**src/rtl/vga_scanout_if.sv**
```systemverilog
// Signal bundle between the VGA scan-out block, the upstream renderers and the board pins.
// The master side is the scan-out block. The slave side covers the renderers and the pins.
interface vga_scanout_if;
  logic [9:0] o_Col;
  logic [9:0] o_Row;
  logic       o_Active;
  logic [4:0] o_Tile_X;
  logic [3:0] o_Tile_Y;
  logic [4:0] o_Local_X;
  logic [4:0] o_Local_Y;
  logic       o_Frame_Start;
  logic [8:0] i_Pixel;
  logic       o_VGA_HSync;
  logic       o_VGA_VSync;
  logic [2:0] o_VGA_Red;
  logic [2:0] o_VGA_Grn;
  logic [2:0] o_VGA_Blu;

  modport master (
    output o_Col, o_Row, o_Active, o_Tile_X, o_Tile_Y, o_Local_X, o_Local_Y,
    output o_Frame_Start, o_VGA_HSync, o_VGA_VSync, o_VGA_Red, o_VGA_Grn, o_VGA_Blu,
    input  i_Pixel
  );

  modport slave (
    input  o_Col, o_Row, o_Active, o_Tile_X, o_Tile_Y, o_Local_X, o_Local_Y,
    input  o_Frame_Start, o_VGA_HSync, o_VGA_VSync, o_VGA_Red, o_VGA_Grn, o_VGA_Blu,
    output i_Pixel
  );
endinterface

```
**src/rtl/vga_scanout.sv**
```systemverilog
// VGA scan-out back-end.
// The block free-runs the 640x480@60 raster counters and publishes the current coordinate,
// both raw and split into tile and offset fields.
// Sync and blanking are delayed through a PIXEL_LATENCY-deep line so that they meet the
// renderer's pixel at the output register.
// PIXEL_LATENCY must be in the range 1..4.
module vga_scanout #(
  parameter int H_VISIBLE     = 640,
  parameter int H_FRONT       = 16,
  parameter int H_SYNC        = 96,
  parameter int H_BACK        = 48,
  parameter int V_VISIBLE     = 480,
  parameter int V_FRONT       = 10,
  parameter int V_SYNC        = 2,
  parameter int V_BACK        = 33,
  parameter int PIXEL_LATENCY = 1
) (
  input  logic           i_Clk,
  input  logic           i_Rst,
  vga_scanout_if.master  bus
);

  localparam int H_TOTAL = H_VISIBLE + H_FRONT + H_SYNC + H_BACK;
  localparam int V_TOTAL = V_VISIBLE + V_FRONT + V_SYNC + V_BACK;

  localparam logic [9:0] H_LAST     = 10'(H_TOTAL - 1);
  localparam logic [9:0] V_LAST     = 10'(V_TOTAL - 1);
  localparam logic [9:0] H_VIS      = 10'(H_VISIBLE);
  localparam logic [9:0] V_VIS      = 10'(V_VISIBLE);
  localparam logic [9:0] HS_FIRST   = 10'(H_VISIBLE + H_FRONT);
  localparam logic [9:0] HS_LAST    = 10'(H_VISIBLE + H_FRONT + H_SYNC - 1);
  localparam logic [9:0] VS_FIRST   = 10'(V_VISIBLE + V_FRONT);
  localparam logic [9:0] VS_LAST    = 10'(V_VISIBLE + V_FRONT + V_SYNC - 1);

  // The delay-line word is {active, hsync, vsync}. The idle word is blanked, with both syncs released.
  localparam logic [2:0] DLY_IDLE   = 3'b011;

  logic [9:0] col_r;
  logic [9:0] row_r;
  logic       col_wrap_s;
  logic       row_wrap_s;
  logic       active_s;
  logic       hsync_raw_s;
  logic       vsync_raw_s;
  logic [2:0] dly_r [PIXEL_LATENCY];
  logic [2:0] tap_s;
  logic       hsync_r;
  logic       vsync_r;
  logic [8:0] rgb_r;

  assign col_wrap_s = (col_r == H_LAST);
  assign row_wrap_s = (row_r == V_LAST);

  // Raster counters: the column advances every clock, and the row advances on column wrap.
  always_ff @(posedge i_Clk) begin
    if (i_Rst) begin
      col_r <= 10'd0;
      row_r <= 10'd0;
    end else begin
      if (col_wrap_s) begin
        col_r <= 10'd0;
        if (row_wrap_s) begin
          row_r <= 10'd0;
        end else begin
          row_r <= row_r + 10'd1;
        end
      end else begin
        col_r <= col_r + 10'd1;
      end
    end
  end

  // Undelayed visibility and active-low sync windows derived from the counters.
  always_comb begin
    active_s    = 1'b0;
    hsync_raw_s = 1'b1;
    vsync_raw_s = 1'b1;
    if ((col_r < H_VIS) && (row_r < V_VIS)) begin
      active_s = 1'b1;
    end else begin
      active_s = 1'b0;
    end
    if ((col_r >= HS_FIRST) && (col_r <= HS_LAST)) begin
      hsync_raw_s = 1'b0;
    end else begin
      hsync_raw_s = 1'b1;
    end
    if ((row_r >= VS_FIRST) && (row_r <= VS_LAST)) begin
      vsync_raw_s = 1'b0;
    end else begin
      vsync_raw_s = 1'b1;
    end
  end

  // The alignment shift register holds the timing bits while the renderer computes the pixel.
  always_ff @(posedge i_Clk) begin
    if (i_Rst) begin
      for (int i = 0; i < PIXEL_LATENCY; i++) begin
        dly_r[i] <= DLY_IDLE;
      end
    end else begin
      dly_r[0] <= {active_s, hsync_raw_s, vsync_raw_s};
      for (int i = 1; i < PIXEL_LATENCY; i++) begin
        dly_r[i] <= dly_r[i-1];
      end
    end
  end

  assign tap_s = dly_r[PIXEL_LATENCY-1];

  // Pin register: captures the delayed timing bits with the renderer pixel, and blanks outside the visible area.
  always_ff @(posedge i_Clk) begin
    if (i_Rst) begin
      hsync_r <= 1'b1;
      vsync_r <= 1'b1;
      rgb_r   <= 9'd0;
    end else begin
      hsync_r <= tap_s[1];
      vsync_r <= tap_s[0];
      rgb_r   <= tap_s[2] ? bus.i_Pixel : 9'd0;
    end
  end

  // The coordinate group is wired straight from the counter registers, so it adds no latency.
  assign bus.o_Col         = col_r;
  assign bus.o_Row         = row_r;
  assign bus.o_Active      = active_s;
  assign bus.o_Tile_X      = col_r[9:5];
  assign bus.o_Tile_Y      = row_r[8:5];
  assign bus.o_Local_X     = col_r[4:0];
  assign bus.o_Local_Y     = row_r[4:0];
  assign bus.o_Frame_Start = (col_r == 10'd0) && (row_r == 10'd0) && !i_Rst;

  assign bus.o_VGA_HSync   = hsync_r;
  assign bus.o_VGA_VSync   = vsync_r;
  assign bus.o_VGA_Red     = rgb_r[8:6];
  assign bus.o_VGA_Grn     = rgb_r[5:3];
  assign bus.o_VGA_Blu     = rgb_r[2:0];

endmodule

```
**src/flat_wrapper.sv**
```systemverilog
// flat-port wrapper written by rule: the top's interface ports become plain ports
module vga_scanout_flat 
#(
  parameter int H_VISIBLE     = 640,
  parameter int H_FRONT       = 16,
  parameter int H_SYNC        = 96,
  parameter int H_BACK        = 48,
  parameter int V_VISIBLE     = 480,
  parameter int V_FRONT       = 10,
  parameter int V_SYNC        = 2,
  parameter int V_BACK        = 33,
  parameter int PIXEL_LATENCY = 1
)
  (i_Clk, i_Rst, bus_o_Col, bus_o_Row, bus_o_Active, bus_o_Tile_X, bus_o_Tile_Y, bus_o_Local_X, bus_o_Local_Y, bus_o_Frame_Start, bus_o_VGA_HSync, bus_o_VGA_VSync, bus_o_VGA_Red, bus_o_VGA_Grn, bus_o_VGA_Blu, bus_i_Pixel);
  vga_scanout_if bus_i ();
  input  logic i_Clk;
  input  logic i_Rst;
  output wire logic [$bits(bus_i.o_Col)-1:0] bus_o_Col;
  output wire logic [$bits(bus_i.o_Row)-1:0] bus_o_Row;
  output wire logic [$bits(bus_i.o_Active)-1:0] bus_o_Active;
  output wire logic [$bits(bus_i.o_Tile_X)-1:0] bus_o_Tile_X;
  output wire logic [$bits(bus_i.o_Tile_Y)-1:0] bus_o_Tile_Y;
  output wire logic [$bits(bus_i.o_Local_X)-1:0] bus_o_Local_X;
  output wire logic [$bits(bus_i.o_Local_Y)-1:0] bus_o_Local_Y;
  output wire logic [$bits(bus_i.o_Frame_Start)-1:0] bus_o_Frame_Start;
  output wire logic [$bits(bus_i.o_VGA_HSync)-1:0] bus_o_VGA_HSync;
  output wire logic [$bits(bus_i.o_VGA_VSync)-1:0] bus_o_VGA_VSync;
  output wire logic [$bits(bus_i.o_VGA_Red)-1:0] bus_o_VGA_Red;
  output wire logic [$bits(bus_i.o_VGA_Grn)-1:0] bus_o_VGA_Grn;
  output wire logic [$bits(bus_i.o_VGA_Blu)-1:0] bus_o_VGA_Blu;
  input wire logic [$bits(bus_i.i_Pixel)-1:0] bus_i_Pixel;
  assign bus_o_Col = bus_i.o_Col;
  assign bus_o_Row = bus_i.o_Row;
  assign bus_o_Active = bus_i.o_Active;
  assign bus_o_Tile_X = bus_i.o_Tile_X;
  assign bus_o_Tile_Y = bus_i.o_Tile_Y;
  assign bus_o_Local_X = bus_i.o_Local_X;
  assign bus_o_Local_Y = bus_i.o_Local_Y;
  assign bus_o_Frame_Start = bus_i.o_Frame_Start;
  assign bus_o_VGA_HSync = bus_i.o_VGA_HSync;
  assign bus_o_VGA_VSync = bus_i.o_VGA_VSync;
  assign bus_o_VGA_Red = bus_i.o_VGA_Red;
  assign bus_o_VGA_Grn = bus_i.o_VGA_Grn;
  assign bus_o_VGA_Blu = bus_i.o_VGA_Blu;
  assign bus_i.i_Pixel = bus_i_Pixel;
  vga_scanout #(.H_VISIBLE(H_VISIBLE), .H_FRONT(H_FRONT), .H_SYNC(H_SYNC), .H_BACK(H_BACK), .V_VISIBLE(V_VISIBLE), .V_FRONT(V_FRONT), .V_SYNC(V_SYNC), .V_BACK(V_BACK), .PIXEL_LATENCY(PIXEL_LATENCY)) u_core (.i_Clk(i_Clk), .i_Rst(i_Rst), .bus(bus_i));
endmodule
```
**config.mk**
```make
export PLATFORM = sky130hd
export DESIGN_NAME = vga_scanout_flat
export DESIGN_NICKNAME = d
export VERILOG_FILES = /design/src/rtl/vga_scanout_if.sv /design/src/rtl/vga_scanout.sv /design/src/flat_wrapper.sv
export SDC_FILE = /design/constraint.sdc
export NUM_CORES = 1
export LEC_CHECK = 0
export ABC_AREA = 1
export CAP_MARGIN = 30
export CORE_MARGIN = 2
export CORE_UTILIZATION = 40
export CTS_CLUSTER_DIAMETER = 150
export DETAILED_ROUTE_END_ITERATION = 10
export PLACE_DENSITY = 0.77
export SETUP_SLACK_MARGIN = 0.3
export SLEW_MARGIN = 10
export SYNTH_ARGS = -nofsm -noshare
export SYNTH_HDL_FRONTEND = slang
export SYNTH_SLANG_ARGS = --single-unit
```
**constraint.sdc**
```tcl
create_clock -name i_Clk -period 1.5 [get_ports i_Clk]
set_clock_uncertainty 0.2 [all_clocks]
set_input_delay 0.15 -clock i_Clk [delete_from_list [all_inputs] [get_ports i_Clk]]
set_output_delay 0.15 -clock i_Clk [all_outputs]
set_load 0.02 [all_outputs]
```
== After elaboration in Yosys (flattened, before gate mapping) ==
Memory sizes are Yosys's and may differ from the RTL's.
Cells that the tools add are included.

* Flip-flop bits (word level): 31
* Memory bits (writable): 3
* Input port bits: 11
* Output and inout bits: 52
* Word-level logic and storage cells: 37
* Memories kept: 1

{| class="wikitable"
|+ Memories
! memory !! depth !! bits a word !! read ports !! clocked after Yosys merged registers in !! wr ports !! RTL line !! RTL
|-
| u_core.dly_r || 1 || 3 || 1 || 0 || 1 || vga_scanout.sv:45 || <nowiki>logic [2:0] dly_r [PIXEL_LATENCY];</nowiki>
|}

* $add $sub $neg: 2
* Order comparisons: 6
* Eq/ne operators: 2
* Muxes and demuxes: 9
* Bitwise gates (word level): 1
* Reduce and logical (&&, ||, !) cells: 11

{| class="wikitable"
|+ Operators by type and width
! kind !! count
|-
| $add A10 B1 Y10 const B || 2
|-
| $eq A10 B10 Y1 const B || 2
|-
| $logic_not A10 Y1 || 2
|-
| $ge A10 B10 Y1 const B || 1
|-
| $ge A10 B9 Y1 const B || 1
|-
| $le A10 B10 Y1 const B || 1
|-
| $le A10 B9 Y1 const B || 1
|-
| $lt A10 B10 Y1 const B || 1
|-
| $lt A10 B9 Y1 const B || 1
|-
| $mux W10 || 1
|-
| $mux W1 || 7
|-
| $logic_and A1 B1 Y1 || 5
|-
| $reduce_or A2 Y1 || 2
|-
| $mux W3 || 1
|-
| $reduce_or A3 Y1 || 1
|-
| $logic_not A1 Y1 || 1
|-
| $not A1 Y1 || 1
|}

== Longest topological paths before layout ==
* Depth in word-level cells: 4
* Gate-level depth with buffers: 9
* Depth with buffers taken out: 9

== Least setup slack after synthesis ==
OpenSTA, ideal clock, no wires.

* Path type: flip-flop to output port
* Start: register u_core.row_r[0], in the netlist u_core.bus.o_Row[0]
* End: output bus_o_Frame_Start
* Arrival: 1373 ps
* Required time: 1150 ps
* Path slack: -223 ps
* Cell stages (with the launch flop): 7
* Path buffers: 0
* Path through: dfxtp_1 > inv_1 > ha_1 > nand2_1 > nor3_1 > nand4_1 > nor3_1

* Cells in the longest elaborated chain, start to end: 3

{| class="wikitable"
|+ Ends and longest elaborated chain
! item !! RTL line !! RTL
|-
| start: declaration || vga_scanout.sv:39 || <nowiki>logic [9:0] row_r;</nowiki>
|-
| start signal: assignment || vga_scanout.sv:65 || <nowiki>row_r <= row_r + 10'd1;</nowiki>
|-
| $logic_not A10 Y1 || vga_scanout.sv:132 || <nowiki>assign bus.o_Frame_Start = (col_r == 10'd0) && (row_r == 10'd0) && !i_Rst;</nowiki>
|-
| $logic_and A1 B1 Y1 (2 in a row) || vga_scanout.sv:132 ||
|-
| end: declaration || flat_wrapper.sv:25 || <nowiki>output wire logic [$bits(bus_i.o_Frame_Start)-1:0] bus_o_Frame_Start;</nowiki>
|}

Every way passes these cells.

== Worst setup path in the final report ==
* Start: register u_core.row_r[1], in the netlist u_core.bus.o_Row[1]
* End: output bus_o_Frame_Start

Same word-level chain as after synthesis.

==> results.rst <==
.. list-table::
   :header-rows: 1

   * - Metric
     - Value
   * - Seq. cell area
     - around 720 um^2
   * - Most instantiated flip-flop cell in the synthesis netlist
     - dfxtp_1
   * - Estimated wirelength of the detail-placed design
     - between 3 and 4 mm
   * - Unrepaired setup endpoints after global routing
     - true
   * - H-tree levels
     - 2
   * - CP delay by family, top
     - simple AND/OR/NAND/NOR gates
   * - Number of enable-type register cells in the synthesized netlist
     - 0
   * - CTS sink cnt
     - 34
   * - Total overflow reported by the global router
     - 0
   * - FMAX
     - around 510 MHz
   * - GPL Wtd Cong
     - ~0.86
   * - Most frequently used cell type in the post-synthesis netlist
     - nand2_1
   * - Number of top-level pins
     - 63
   * - DRC violation count after routing
     - 0
   * - Number of endpoints failing setup at the final stage
     - 21
   * - Worst path buffer plus inverter count
     - 2
   * - Worst-skew pair later-pin latency
     - around 0.30 ns
   * - Synth Net Count
     - 263
   * - Fraction of the yosys area taken by sequential cells
     - 38.88%
   * - Number of instances in the synthesized netlist
     - roughly 250
   * - Static Leakage
     - between 1.5 and 2 nW
   * - Signal arrival time at the worst endpoint
     - 1.60 ns
   * - Width of the die
     - between 70 and 80 um
   * - Count of placed standard cells in the final layout, fillers left out
     - between 400 and 500
   * - Start-to-end type of the worst setup path
     - reg2out
   * - Ratio of routed vias to standard cells
     - roughly 5.4
   * - Total clock buffers created by CTS
     - 5
   * - Die Span Y
     - approximately 70 um
   * - Buffer type at the clock tree root
     - clkbuf_8
   * - Final Hold Fails
     - 0
   * - Antenna viol nets, final
     - 0
   * - Outcome
     - complete, but fails checks
   * - Number of warnings issued by yosys
     - 0
   * - Wire length of the first global-routing pass
     - between 9 and 10 mm
   * - Maximum count of clock buffers along a single path
     - 2
   * - Area of the die
     - about 4900 um^2
   * - Maximum number of pins on one net before global-route repair
     - 13
   * - Least-Margin Pin Slew
     - roughly 0.36 ns
   * - Cell Pwr Density
     - around 650 nW/um^2
   * - Placement Rows
     - 24
   * - Total routed wirelength
     - 7.659 mm
   * - Utilization after layout
     - between 80% and 90%
   * - Critical-path cell list
     - inv_2 > ha_4 > nand2_1 > nor3_1 > nand4_1 > nor3_4 > buf_6
   * - Final setup TNS
     - -4.680 ns
   * - Remaining max-slew budget at the tightest pin
     - between 70% and 80%
   * - Final antenna diode count
     - 0
   * - Worst setup SP type
     - register
   * - IR Drop Worst-Case VDD
     - between 0.6 and 0.7 mV
   * - Share of Yosys cell area claimed by the top area cell type
     - between 30% and 40%
   * - Req. time, crit path
     - ~1.2 ns
   * - Largest area contributor in the synthesized netlist
     - dfxtp_1
   * - Leading cell types by total area after synthesis
     - dfxtp_1, nand2_1, buf_4
   * - Period Utilization, post-route
     - 130.1%
   * - Post-route worst setup slack
     - -0.4511 ns
   * - Cell count along the critical path
     - 7
   * - Antenna violations before repair
     - 0
   * - Placed instance count
     - about 370
   * - Starting density of the core
     - around 41%
   * - Hold_ws
     - 0.1760 ns
   * - Clock transition time at the flip-flop clock pins of the worst setup and hold paths
     - around 0.07 ns
   * - Average size of a mapped cell
     - slightly above 7 um^2
   * - Final Critical Period
     - ~2.0 ns
   * - Fraction of final layout cells with drive strength greater than 1
     - 58.74%
   * - Total power
     - about 2.3 mW
   * - WL/cell
     - ~18 um
   * - Cells on Worst Hold Path
     - 3
   * - Vias in the first global route
     - around 2000
   * - Number of cells traversed by the worst register-to-register path
     - 8
   * - Crit path largest cell delay
     - 0.35 ns
   * - Max-slew violation count
     - 0
   * - PortBufs
     - 62
   * - Crit-path max FO
     - 2
   * - First-pass DRT Iterations
     - 7
   * - Worst setup EP type
     - output pin
   * - Share of synthesized flip-flops with an asynchronous set or reset
     - 0%
   * - Number of unique standard cell types used by synthesis
     - 25
   * - Signed area change from the synthesized netlist to the final layout
     - 99.36%
   * - Total vias in the final route
     - 2276
   * - Floorplan core area
     - 4294 um^2
   * - Multi-input gate area
     - between 1000 and 1500 um^2
   * - Net count, final
     - 380
   * - Maxcap violations
     - 0
   * - All-Layer GR Usage
     - between 20% and 30%
   * - Failing checks
     - setup timing
   * - # fillers
     - around 220
   * - Total standard cell area after synthesis
     - ~1800 um^2
   * - DR iter-0 viols
     - approximately 170
   * - Min-Delay Path Class
     - in2reg
   * - Post-synth top cells
     - nand2_1, nor2_1, inv_1
   * - Slowest cell on the critical path
     - dfxtp_4
   * - Number of synthesized register bits
     - 34
   * - TritonCTS clock tree
     - yes
[placed cells by master, fill, tap and decap left out, types with 3 or more instances in the layout]
master           instances
buf_6                   82
inv_2                    6
nand2_2                  6
inv_4                    3
clkbuf_8                 5
ha_4                     3
a21oi_2                  7
inv_1                   28
nand4_1                  9
nand2_1                 40
nand3_1                  9
nor3_1                   5
nand2_4                 10
nor2_2                   7
nor2_1                  28
buf_4                   22
clkdlybuf4s50_1         10
buf_2                   11
nand3_4                  3
nor2_4                   8
o21ai_2                  4
dfxtp_1                 14
dfxtp_4                  4
buf_12                   4
dfxtp_2                 16
[path summary, 6_finish.rpt]
check,startpoint,end,slack (ns)
min reg2reg,u_core.dly_r[0][1]$_SDFF_PP1_,u_core.bus.o_VGA_HSync$_SDFF_PP1_,0.23
max reg2reg,u_core.bus.o_Col[1]$_SDFF_PP0_,u_core.bus.o_Col[8]$_SDFF_PP0_,-0.28
max,u_core.bus.o_Row[1]$_SDFFE_PP0N_,bus_o_Frame_Start,-0.45
min,bus_i_Pixel[6],u_core.rgb_r[6]$_SDFF_PP0_,0.18
[cells by family after synthesis]
group / count (synthesis) / share of synthesized area (%)
flip-flops: 34 / 38.88
buffers and inverters: 59 / 17.44
adder cells (fa/ha/maj): 4 / 2.859
AO/OA/AOI/OAI: 19 / 6.076
AND/OR/NAND/NOR: 132 / 34.74
[timing repair]
| action | CTS | global route |
|---|---|---|
| gates resized for setup | 360 | 51 |
| gates cloned | 2 | 0 |
| buffers inserted | 19 | 16 |
| pin swaps | 24 | 18 |
| endpoints found under the setup margin | 75 | 73 |
| hold buffers | 0 | 0 |
| hold endpoints to repair | 0 | 0 |
[worst min-delay path: cells and delay by family]
kind / cells / cell delay, ns
buf+inv: 2 / 0.45
simple gates: 1 / 0.03
[power by group]
| group | leakage, nW | switching [mW] | internal, mW |
|---|---|---|---|
| Combinational | 1.27 | 0.140 | 0.146 |
| Clock | 0.0683 | 0.392 | 0.666 |
| Sequential | 0.287 | 0.00924 | 0.916 |
[state kept, by name, indices dropped and copies added, names as in the netlist]
signal and flops:
u_core.bus.o_Row 10, u_core.bus.o_Col 10, u_core.rgb_r 9, u_core.dly_r 3, u_core.bus.o_VGA_VSync 1, u_core.bus.o_VGA_HSync 1
[per-layer routing]
layer  track usage [%]  share of wire [%]
met1             25.54                 36
met2             44.76                 52
met3             5.483                7.7
met4             10.90                4.9
met5                 0                  0
[final cells by class]
type                            instances  share of cell area, %
Multi-Input combinational cell        156                  30.33
Clock buffer                            5                  1.972
Sequential cell                        34                  20.51
Tap cell                               52                  1.864
Timing Repair Buffer                  131                  39.15
Clock inverter                          3                  1.972
Inverter                               37                  4.195
[per-stage QoR]
| step | worst slack [ns] | cell area, um^2 |
|---|---|---|
| 3_3_place_gp | -0.5014 | 2614 |
| 3_5_place_dp | -0.5071 | 2614 |
| 2_1_floorplan | -0.006923 | 1834 |
| 6_report | -0.4511 | 3490 |
| 5_1_grt | -0.5512 | 3490 |
| 4_1_cts | -0.3447 | 3183 |
No activity file was read; power rests on OpenSTA's default activity.
